--- src/rtl/n8md_pkg.sv ---
// Shared types and defaults for the bit-serial decrementer.
package n8md_pkg;

    typedef enum logic [1:0] {
        IDLE  = 2'd0,
        SHIFT = 2'd1,
        DONE  = 2'd2
    } n8md_state_t;

    localparam int N_DEFAULT = 8;

endpackage

--- src/rtl/n8md_serial_decrementer_hs_cell.sv ---
// 1-bit half-subtractor: difference and borrow-out of a - bi.
module hs_cell (
    input  logic a,
    input  logic bi,
    output logic d,
    output logic bo
);

    assign d  = a ^ bi;
    assign bo = ~a & bi;

endmodule

--- src/rtl/n8md_serial_decrementer.sv ---
// Bit-serial N-bit decrementer: result = aa - ci (mod 2^N), one bit per clock, LSB first.
module n8md_serial_decrementer
    import n8md_pkg::*;
#(
    parameter int N = N_DEFAULT
) (
    input  logic         clk,
    input  logic         rst,
    input  logic         start,
    input  logic [N-1:0] aa,
    input  logic         ci,
    output logic         busy,
    output logic         done,
    output logic [N-1:0] result,
    output logic         bo
);

    localparam int CNT_W = $clog2(N);

    n8md_state_t      state_r;
    logic [N-1:0]     sr_r;
    logic             borrow_r;
    logic [CNT_W-1:0] cnt_r;
    logic             busy_r;
    logic             done_r;
    logic [N-1:0]     result_r;
    logic             bo_r;

    logic             d_s;
    logic             bo_s;

    hs_cell u_hs_cell (
        .a  (sr_r[0]),
        .bi (borrow_r),
        .d  (d_s),
        .bo (bo_s)
    );

    // FSM, shift register, borrow flop, counter and output registers
    always_ff @(posedge clk) begin
        if (!rst) begin
            state_r  <= IDLE;
            sr_r     <= {N{1'b0}};
            borrow_r <= 1'b0;
            cnt_r    <= {CNT_W{1'b0}};
            busy_r   <= 1'b0;
            done_r   <= 1'b0;
            result_r <= {N{1'b0}};
            bo_r     <= 1'b0;
        end else begin
            case (state_r)
                IDLE, DONE: begin
                    // DONE accepts start exactly like IDLE for back-to-back operation
                    done_r <= 1'b0;
                    if (start) begin
                        sr_r     <= aa;
                        borrow_r <= ci;
                        cnt_r    <= {CNT_W{1'b0}};
                        busy_r   <= 1'b1;
                        state_r  <= SHIFT;
                    end else begin
                        busy_r  <= 1'b0;
                        state_r <= IDLE;
                    end
                end
                SHIFT: begin
                    sr_r     <= {d_s, sr_r[N-1:1]};
                    borrow_r <= bo_s;
                    cnt_r    <= cnt_r + {{(CNT_W-1){1'b0}}, 1'b1};
                    if (cnt_r == CNT_W'(N - 1)) begin
                        result_r <= {d_s, sr_r[N-1:1]};
                        bo_r     <= bo_s;
                        busy_r   <= 1'b0;
                        done_r   <= 1'b1;
                        state_r  <= DONE;
                    end else begin
                        busy_r  <= 1'b1;
                        state_r <= SHIFT;
                    end
                end
                default: begin
                    busy_r  <= 1'b0;
                    done_r  <= 1'b0;
                    state_r <= IDLE;
                end
            endcase
        end
    end

    assign busy   = busy_r;
    assign done   = done_r;
    assign result = result_r;
    assign bo     = bo_r;

endmodule

--- config.mk ---
export PLATFORM = sky130hd
export DESIGN_NAME = n8md_serial_decrementer
export DESIGN_NICKNAME = d
export VERILOG_FILES = /design/src/rtl/n8md_pkg.sv /design/src/rtl/n8md_serial_decrementer_hs_cell.sv /design/src/rtl/n8md_serial_decrementer.sv
export SDC_FILE = /design/constraint.sdc
export NUM_CORES = 1
export LEC_CHECK = 0
export CORE_AREA = 10 10 71 73
export CTS_BUF_LIST = sky130_fd_sc_hd__clkbuf_8
export DETAILED_ROUTE_END_ITERATION = 8
export DIE_AREA = 0 0 81 83
export PLACE_DENSITY = 0.47
export SLEW_MARGIN = 20
export SYNTH_ARGS = -nofsm -noshare
export SYNTH_HDL_FRONTEND = slang
export SYNTH_HIERARCHICAL = 1
export SYNTH_SLANG_ARGS = --single-unit
--- constraint.sdc ---
create_clock -name clk -period 1.4 [get_ports clk]
set_input_delay 0.21 -clock clk [delete_from_list [all_inputs] [get_ports clk]]
set_output_delay 0.21 -clock clk [all_outputs]
set_load 0.05 [all_outputs]
==> results.md <==
* Vias at between 800 and 900
* Power Density at approximately 1000 mW/mm^2
* Mapped Cells at about 110
* Initial antenna violation count at 0
* #FFs+latches synth at 24
* Vias in the first global route at between 800 and 900
* Clock sinks at 24
* Final hold slack at about 0.47 ns
* Crit path kind: reg2reg
* Die W at 81 microns
* RSZ-0062 raised after global routing: no
* Syn_nets at roughly 130
* Switching power share of the total at 22.4%
* CP endpoint kind: flip-flop
* Core ar. at 0.00363 sq mm
* Buffers on Ports at 22
* First-pass GRT wire length at roughly 4.3 mm
* GRT Resource Usage Total at 7.76%
* Crit path from: cnt_r[0]
* Clock power frac at between 30% and 40%
* Mean Syn Cell Area at ~9 sq um
* Area Overhead vs Synth at 50.2%
* Die area at 0.00672 sq mm
* Post-detail-place hpwl at ~1.8 mm
* TritonCTS Buffers at 3
* Crit path max fanout at 9
* Setup crit start kind: flip-flop
* Max-cap violations at 0
* Most numerous cell on the critical path: ha_1
* Cell Int Power at between 1000 and 1500 uW
* Setup violators final at 0
* # DRC at 0
* Gate power share at around 14%
* IO Count at 23
* Clock transition at path regs at about 0.080 ns
* Drt pass-1 iters at 4
* CP Cell Sequence: ha_1, ha_1, nand3b_1, buf_4, nand2_1, a21boi_1
* Worst path max stage delay at ~0.33 ns
* H-Tree Depth at 1
* HP Class: reg2reg
* DR vias/cell at 4.75
* Pre-CTS setup slack at 0.0276 ns
* Clk root buf: clkbuf_8
* Critical path arrival at ~1.4 ns
* Slew @ Worst Pin at slightly below 0.2 ns
* WL final at about 2.5 mm
* Max-slew violation count at 0
* Mapped cell area at 997 sq um
* Yosys warns at 6
* GP Congestion at roughly 0.77
* CP max stage cell: dfxtp_1
* Maximum clock frequency at approximately 810 MHz
* Routed Antenna Nets at 0
* Grt total ovfl at 0
* Fin Setup TNS at 0 ns
* Rel. slew slack at 87.0%
* # diodes at 0
* Final #Nets at 153
* Critical hold path startpoint: cnt_r[1]
* Status: finished, final reports clean
* Setup slack after layout at between 0.15 and 0.2 ns
* Maximum VDD drop at 0.000408 V
* Post-layout min period at around 1.2 ns
* Largest net degree at the start of global routing at 25
* Initial DRC Count at 84
* Distinct cells, synth at 23
* Switching power at between 300 and 400 uW
* RR Startpoint: cnt_r[0]
* Flop pwr share at a little under half
* Number of cell rows at 22
* P_leak at between 0.0005 and 0.0006 uW
* Layout Skew at about 0.0012 ns
* Initial Util at a little over a quarter
* Clk_lat worst skew at ~0.26 ns
* Max clock buf depth at 2
* Die Y at 83 microns
* Post-synthesis sequential area ratio at roughly half
* CTS tree: built
* Required @ worst endpoint at 1.60 ns
* Final hold violation count at 0
* WL/cell at about 13 microns
* Post-route clock period utilization at 88.4%
* Layout cell share with drive strength beyond 1 at 18.2%
placed cells by master, fill, tap and decap left out, drive strengths merged, types with 3 or more instances in the layout:
cell type and n:
dfxtp 24, buf 19, nand2 13, nand3 11, a21boi 11, clkdlybuf4s50 11
nor2 10, o221ai 8, nor3 8, o21ai 3, ha 3, clkbuf 3
worst max-delay path: cells and delay by family, from the launching register on:
kind / cells / cell delay, ns
AOI/OAI and AO/OA: 1 / 0.13
and+or+nand+nor: 2 / 0.15
DFF: 1 / 0.33
buffers and inverters: 1 / 0.17
adders and majority gates: 2 / 0.39
cell usage after synthesis, drive strengths merged:
| cell | instances | area [sq um] |
|---|---|---|
| and3 | 2 | 12.5 |
| nor2b | 1 | 6.26 |
| and2b | 1 | 7.51 |
| o21ai | 3 | 15.0 |
| a31oi | 1 | 6.26 |
| nand2b | 2 | 22.5 |
| a21boi | 11 | 82.6 |
| inv | 2 | 7.51 |
| o221ai | 8 | 70.1 |
| dfxtp | 24 | 480 |
| nor2 | 10 | 37.5 |
| nand3b | 1 | 7.51 |
| clkbuf | 2 | 7.51 |
| o21a | 1 | 7.51 |
| buf | 6 | 38.8 |
| nand2 | 13 | 48.8 |
| nand3 | 11 | 55.1 |
| nor3 | 8 | 40.0 |
| ha | 3 | 37.5 |
| and2 | 1 | 6.26 |
through the flow:
stage / instances / utilization, % / power (uW) / instance area [sq um]
finish: 185 / 41.2 / 1560 / 1500
global placement: 180 / 39.0 / 965 / 1420
floorplan: 111 / - / 876 / 997
CTS: 184 / 41.0 / 1580 / 1490
global route: 185 / 41.2 / 1640 / 1500
detailed placement: 180 / 39.0 / 969 / 1420
metal layers:
| metal | share of wire [%] | track usage, % | routed length, microns | vias up |
|---|---|---|---|---|
| met5 | 0 | 0 | 0 | - |
| met4 | 1.5 | 3.76 | 36 | 0 |
| met3 | 5.1 | 2.26 | 126 | 2 |
| met2 | 48 | 11.7 | 1190 | 16 |
| met1 | 45 | 9.72 | 1130 | 418 |
| li1 | - | - | - | 442 |
worst paths after layout:
check / slack (ns) / end / cells after the start
min reg2reg: 0.47 / cnt_r[1] / 2
max reg2reg: 0.16 / result[3] / 6
max: 0.16 / result[3] / 6
min: 0.47 / cnt_r[1] / 2
flip-flops by register name (all words and copies together), names as in the netlist:
register	flops
result	8
state_r	2
sr_r	8
bo	1
done	1
cnt_r	3
borrow_r	1
power groups by stage:
stage | registers [uW] | logic [uW] | clock network, uW
floorplan | 759 | 117 | 0
global placement | 754 | 210 | 0
detailed placement | 755 | 215 | 0
CTS | 739 | 215 | 625
global route | 744 | 240 | 659
finish | 739 | 214 | 605
cell families (layout without fill, tap and decap cells):
| logic type | after synthesis | in the layout | share of synthesized area, % |
|---|---|---|---|
| adders and majority gates | 3 | 3 | 3.76 |
| DFF | 24 | 24 | 48.2 |
| buffers and inverters | 10 | 36 | 5.40 |
| AOI/OAI and AO/OA | 24 | 24 | 18.2 |
| and+or+nand+nor | 50 | 50 | 24.5 |
final cells by class:
cell class | instances | area, sq um
Sequential cell | 24 | 480
Multi-Input combinational cell | 77 | 463
Clock inverter | 1 | 30.0
Fill cell | 388 | 2140
Inverter | 2 | 7.51
Tap cell | 48 | 60.1
Clock buffer | 3 | 41.3
Timing Repair Buffer | 30 | 415
timing repair:
item	CTS	global route
buffers inserted	0	1
hold buffers	0	0
resized for setup	0	0
endpoints found under the setup margin	0	9
Note: power is estimated with default switching activity, not from simulation.
==> RTL edit 1: new RTL, config.mk and constraints unchanged <==
Reset style: asynchronous (`rst`), changed in one clocked block.
--- a/src/rtl/n8md_serial_decrementer.sv
+++ b/src/rtl/n8md_serial_decrementer.sv
@@ -37,7 +37,7 @@
     );
 
     // FSM, shift register, borrow flop, counter and output registers
-    always_ff @(posedge clk) begin
+    always_ff @(posedge clk or negedge rst) begin
         if (!rst) begin
             state_r  <= IDLE;
             sr_r     <= {N{1'b0}};
Formal check against the unedited RTL: differs if rst is asserted again (counterexample within 4 cycles, from zero or initial values and one cycle with rst low); with rst held inactive, the same outputs for 10 cycles.
==> RTL edit 1 against the original RTL <==
- cell count is 12% lower
- highest routed layer unchanged
- global-route usage is 0.32 points lower
- worst setup slack worse by 120 ps
- critical endpoint is now cnt_r[2]
- largest cell class unchanged
- routed wire length is 0.81% lower
- design area is 14% higher
- sequential cell count stayed put
- area after synthesis is 21% higher
Power is not compared: it rests on default switching activity, and its combinational part moved more than twofold at a synthesized area within 25%.
==> RTL edit 1: results (changes against the original RTL) <==
Post-layout nets=130 (was 153); H-tree lvl count=1 (unchanged); Post-Place Cells=156 (was 180); warnings from Yosys=6 (unchanged); dpl hpwl=1760 um (was 1830 um); run status=complete, no violations (unchanged); dpl ws=7.73 ps (was 27.6 ps); layout cells sized above 1=0.351 (was 0.182); largest voltage drop on the vdd net=1.06 mV; setup violators final=0 (unchanged); Antenna Diode Count=0 (unchanged); Worst Clk Skew=6.11 ps (was 1.15 ps); drt first pass iters=2 (was 4); Main synth FF type=sky130_fd_sc_hd__dfrtp_1 (was sky130_fd_sc_hd__dfxtp_1); top cell types by occurrence after synthesis=sky130_fd_sc_hd__mux2i_1, sky130_fd_sc_hd__dfrtp_1, sky130_fd_sc_hd__mux2_4 (was sky130_fd_sc_hd__dfxtp_1, sky130_fd_sc_hd__nand2_1, sky130_fd_sc_hd__a21boi_1, sky130_fd_sc_hd__nand3_1, sky130_fd_sc_hd__nor2_1); post-route cell area=0.00171 mm^2 (was 0.00150 mm^2); antenna violations before repair=0 (unchanged); TritonCTS Buffers=3 (unchanged); maximum number of pins on one net before global-route repair=25 (unchanged); FILL cells=323 (was 388); slew at the pin closest to its max-slew limit=302 ps (was 196 ps); number of vias per cell after detailed routing=4.65 (was 4.75); family of cells with the greatest summed delay on the critical path=flip-flops (was adder cells); clock transition at the registers of the reported paths=80 ps (about the same); Total Routed Length=2460 um (was 2480 um); Avg Cell Area, Syn=14.4 um^2 (was 8.98 um^2); worst-path fanout max=2 (was 9); top cells by area, synth=sky130_fd_sc_hd__dfrtp_1, sky130_fd_sc_hd__mux2i_1, sky130_fd_sc_hd__mux2_4, sky130_fd_sc_hd__ha_1, sky130_fd_sc_hd__mux2_2 (was sky130_fd_sc_hd__dfxtp_1, sky130_fd_sc_hd__a21boi_1, sky130_fd_sc_hd__o221ai_1, sky130_fd_sc_hd__nand3_1, sky130_fd_sc_hd__nand2_1); average routed wire per standard cell=15.2 um (was 13.4 um); First DRT Iteration DRCs=49 (was 84); PortBufs=22 (unchanged); clock buffer depth=2 (unchanged); Largest stage delay, worst path=390 ps (was 330 ps); Post-synth ARST share=1.00 (was 0); number of different library cells in the post-synthesis netlist=14 (was 23); routability congestion estimate from global placement=0.709 (was 0.769); placed cell areas=0.00162 mm^2 (was 0.00142 mm^2); Worst Reg-to-Reg Cells=4 (was 6); library cell contributing the largest single delay on the critical path=sky130_fd_sc_hd__dfrtp_1 (was sky130_fd_sc_hd__dfxtp_1); first-pass GRT wire length=3970 um (was 4270 um); proportion of synthesized chip area in sequential cells=0.497 (was 0.482); worst skew pair latency=270 ps; arrival time reported for the critical path endpoint=1530 ps (was 1440 ps); net switching power figure=1.62 mW; Synthesized Nets=99 (was 126); via count of the first global-routing pass=757 (was 867); clock root cell=sky130_fd_sc_hd__clkbuf_8 (unchanged); class of the tightest hold or removal check=in2async (was reg2reg); leakage dissipation=0.834 nW; total routing usage reported by global routing=0.0743 (was 0.0776)
[RTL edit 1: power by group through the flow]
stage               registers (mW)  clock network [mW]  logic, mW
finish                        1.40               0.413       2.35
global route                  1.45               0.455       2.52
CTS                           1.40               0.431       2.37
detailed placement            1.40                   0       2.32
global placement              1.40                   0       2.29
floorplan                     1.78                   0      0.952
[RTL edit 1: worst paths after layout]
| path | from | end | slack, ps |
|---|---|---|---|
| hold / removal | rst | done | 290 |
| max in group asynchronous | rst | state_r[0] | 860 |
| setup / recovery | cnt_r[1] | cnt_r[2] | 40 |
| min in group clk | sr_r[5] | result[4] | 560 |
| hold reg to reg | sr_r[5] | result[4] | 560 |
| setup reg to reg | cnt_r[1] | cnt_r[2] | 40 |
[RTL edit 1: what timing repair did]
action,4_1_cts,5_1_grt
endpoints found under the setup margin,10,9
endpoints found under the hold margin,0,0
resized for setup,1,2
gates cloned,0,1
buffers inserted,1,0
pin swaps,1,0
[RTL edit 1: cell families (layout without fill, tap and decap cells)]
kind of cell             after synthesis  after routing  synth area share
XOR/XNOR                               1              1           0.00726
AND/OR/NAND/NOR                        5              6            0.0321
flip-flops                            24             24             0.497
adder cells (fa/ha/maj)                3              3            0.0311
AO/OA/AOI/OAI                          3              3            0.0218
multiplexers                          39             39             0.364
buffers and inverters                  9             38            0.0466
[RTL edit 1: area by class of cell]
cell class | instances | area share
multi-input combinational | 52 | 0.343
clock inverter | 1 | 0.00220
timing repair buffer | 31 | 0.236
clock buffer | 3 | 0.0242
tap | 48 | 0.0352
sequential | 24 | 0.353
inverter | 3 | 0.00660
[RTL edit 1: layer usage]
metal / part of all wire / global-route usage
met1: 0.47 / 0.100
met2: 0.44 / 0.0980
met3: 0.084 / 0.0302
met4: 0.0077 / 0.0376
met5: 0 / 0
==> RTL edit 2: new RTL, same flow settings <==
Without the edit above. `N_DEFAULT`: 8 -> 4.
--- a/src/rtl/n8md_pkg.sv
+++ b/src/rtl/n8md_pkg.sv
@@ -7,7 +7,7 @@
         DONE  = 2'd2
     } n8md_state_t;
 
-    localparam int N_DEFAULT = 8;
+    localparam int N_DEFAULT = 4;
 
 endpackage
 
Ports: changed (resized aa and result); port bits go from 23 to 15. No check against the original RTL was run, so the function may have changed too.
==> RTL edit 2 against the original RTL <==
- sequential cell count is 9 lower
- area after synthesis shrank 36%
- count of clock-buffer cells in the layout unchanged
- worst setup slack improved by 160 ps
- largest cell class is now multi-input gates
- global-route usage is 3.4 points lower
- routed wire length is 45% lower
- total power fell by 41%
- first-iteration DRC count fell by 63%
- design area fell by 37%
- die area unchanged
==> RTL edit 2: results (changes against the original RTL) <==
total routing usage reported by global routing=0.0439 (was 0.0776); wire length on met2=666 um (was 1190 um); proportion of synthesized chip area in sequential cells=0.468 (was 0.482); top sig layer=met3 (was met4); compound-gate portion of the synthesized area=0.183 (was 0.182); sequential power=0.464 mW (was 0.739 mW); run status=complete, no violations (unchanged); top cell types by occurrence after synthesis=sky130_fd_sc_hd__dfxtp_1, sky130_fd_sc_hd__a21boi_0, sky130_fd_sc_hd__nand2_1, sky130_fd_sc_hd__nand3_1, sky130_fd_sc_hd__o21ai_0 (was sky130_fd_sc_hd__dfxtp_1, sky130_fd_sc_hd__nand2_1, sky130_fd_sc_hd__a21boi_1, sky130_fd_sc_hd__nand3_1, sky130_fd_sc_hd__nor2_1); global routing usage on met3=0.0356 (was 0.0226); arrival time reported for the critical path endpoint=1210 ps (was 1440 ps); routability congestion estimate from global placement=0.727 (was 0.769); proportion of power drawn by combinational gates=0.137; adder-cell area share of the yosys netlist=0.0390 (was 0.0376); leakage dissipation=0.392 nW (was 0.564 nW); First DRT Iteration DRCs=31 (was 84); maximum number of pins on one net before global-route repair=16 (was 25); Post-Place Cells=128 (was 180); met1 capacity usage during global routing=0.0450 (was 0.0972); worst-path fanout max=11 (was 9); layout cells sized above 1=0.167 (was 0.182); sort of element at the start of the critical path=flop (unchanged); total met3 wirelength after detailed routing=136 um (was 126 um); via count of the first global-routing pass=509 (was 867); met2 Resource Use GR=0.0699 (was 0.117); Post-Syn Instances=68 (was 111); largest voltage drop on the vdd net=0.583 mV (was 0.408 mV); number of vias per cell after detailed routing=3.76 (was 4.75); average routed wire per standard cell=10.4 um (was 13.4 um); top cells by area, synth=sky130_fd_sc_hd__dfxtp_1, sky130_fd_sc_hd__mux2i_1, sky130_fd_sc_hd__a21boi_0, sky130_fd_sc_hd__nand3_1, sky130_fd_sc_hd__o21ai_0 (was sky130_fd_sc_hd__dfxtp_1, sky130_fd_sc_hd__a21boi_1, sky130_fd_sc_hd__o221ai_1, sky130_fd_sc_hd__nand3_1, sky130_fd_sc_hd__nand2_1); R2R setup slack=320 ps (was 160 ps); last element of the critical path=sr_r[3] (was result[3]); number of different library cells in the post-synthesis netlist=22 (was 23); Largest stage delay, worst path=420 ps (was 330 ps); share of cell area taken by muxes after synthesis=0.0780 (was 0); FILL cells=412 (was 388); Post-layout nets=95 (was 153); Synthesized Nets=78 (was 126); Worst Clk Skew=1.55 ps (was 1.15 ps); first-pass GRT wire length=2320 um (was 4270 um); wire length the detailed router placed on met1=567 um (was 1130 um); PortBufs=14 (was 22); relative max-transition margin=0.716 (was 0.870); total via count after detailed routing=496 (was 878); family of cells with the greatest summed delay on the critical path=flip-flops (was adder cells); clock transition at the registers of the reported paths=60 ps (was 80 ps); clock root cell=sky130_fd_sc_hd__clkbuf_8 (unchanged); worst skew pair latency=240 ps (was 260 ps); Crit Reg-Reg Startpoint=state_r[0] (was cnt_r[0]); internal cell power=0.709 mW (was 1.21 mW); Worst Reg-to-Reg Cells=4 (was 6)
-- RTL edit 2: cell count changes in the layout (fill, tap and decap cells not counted), moves of 4 or more --
cell                              change
sky130_fd_sc_hd__a21boi_0             +6
sky130_fd_sc_hd__a21boi_1            -11
sky130_fd_sc_hd__a21oi_1              +5
sky130_fd_sc_hd__buf_12               -6
sky130_fd_sc_hd__clkdlybuf4s50_1      -4
sky130_fd_sc_hd__dfxtp_1              -9
sky130_fd_sc_hd__mux2i_1              +5
sky130_fd_sc_hd__nand2_1              -7
sky130_fd_sc_hd__nand3_1              -5
sky130_fd_sc_hd__nor2_1               -9
sky130_fd_sc_hd__nor3_1               -8
sky130_fd_sc_hd__o221ai_1             -8
-- RTL edit 2: through the flow --
stage	util	power [mW]	cell area, um^2	worst slack, ps	hold WS (ps)
3_3_place_gp	0.248	0.602	902	65.7	469
5_1_grt	0.261	0.989	947	184	514
3_5_place_dp	0.248	0.603	902	52.8	485
4_1_cts	0.261	0.947	947	305	494
6_report	0.261	0.923	947	320	487
2_1_floorplan	-	0.555	642	40.2	363
-- RTL edit 2: area by class of cell --
| class | count | area, um^2 | area share |
|---|---|---|---|
| Clock buffer | 3 | 41.3 | 0.0436 |
| Inverter | 2 | 7.51 | 0.00793 |
| Multi-Input combinational cell | 46 | 302 | 0.318 |
| Tap cell | 48 | 60.1 | 0.0634 |
| Timing Repair Buffer | 17 | 233 | 0.246 |
| Sequential cell | 15 | 300 | 0.317 |
| Clock inverter | 1 | 3.75 | 0.00396 |
-- RTL edit 2: worst min-delay path by stage --
stage	endpoint	depth (start not counted)	slack [ps]
2_1_floorplan	state_r[1]	1	360
3_3_place_gp	cnt_r[1]	2	470
3_5_place_dp	result[2]	2	490
4_1_cts	result[2]	2	490
5_1_grt	bo	2	510
6_report	cnt_r[1]	2	490
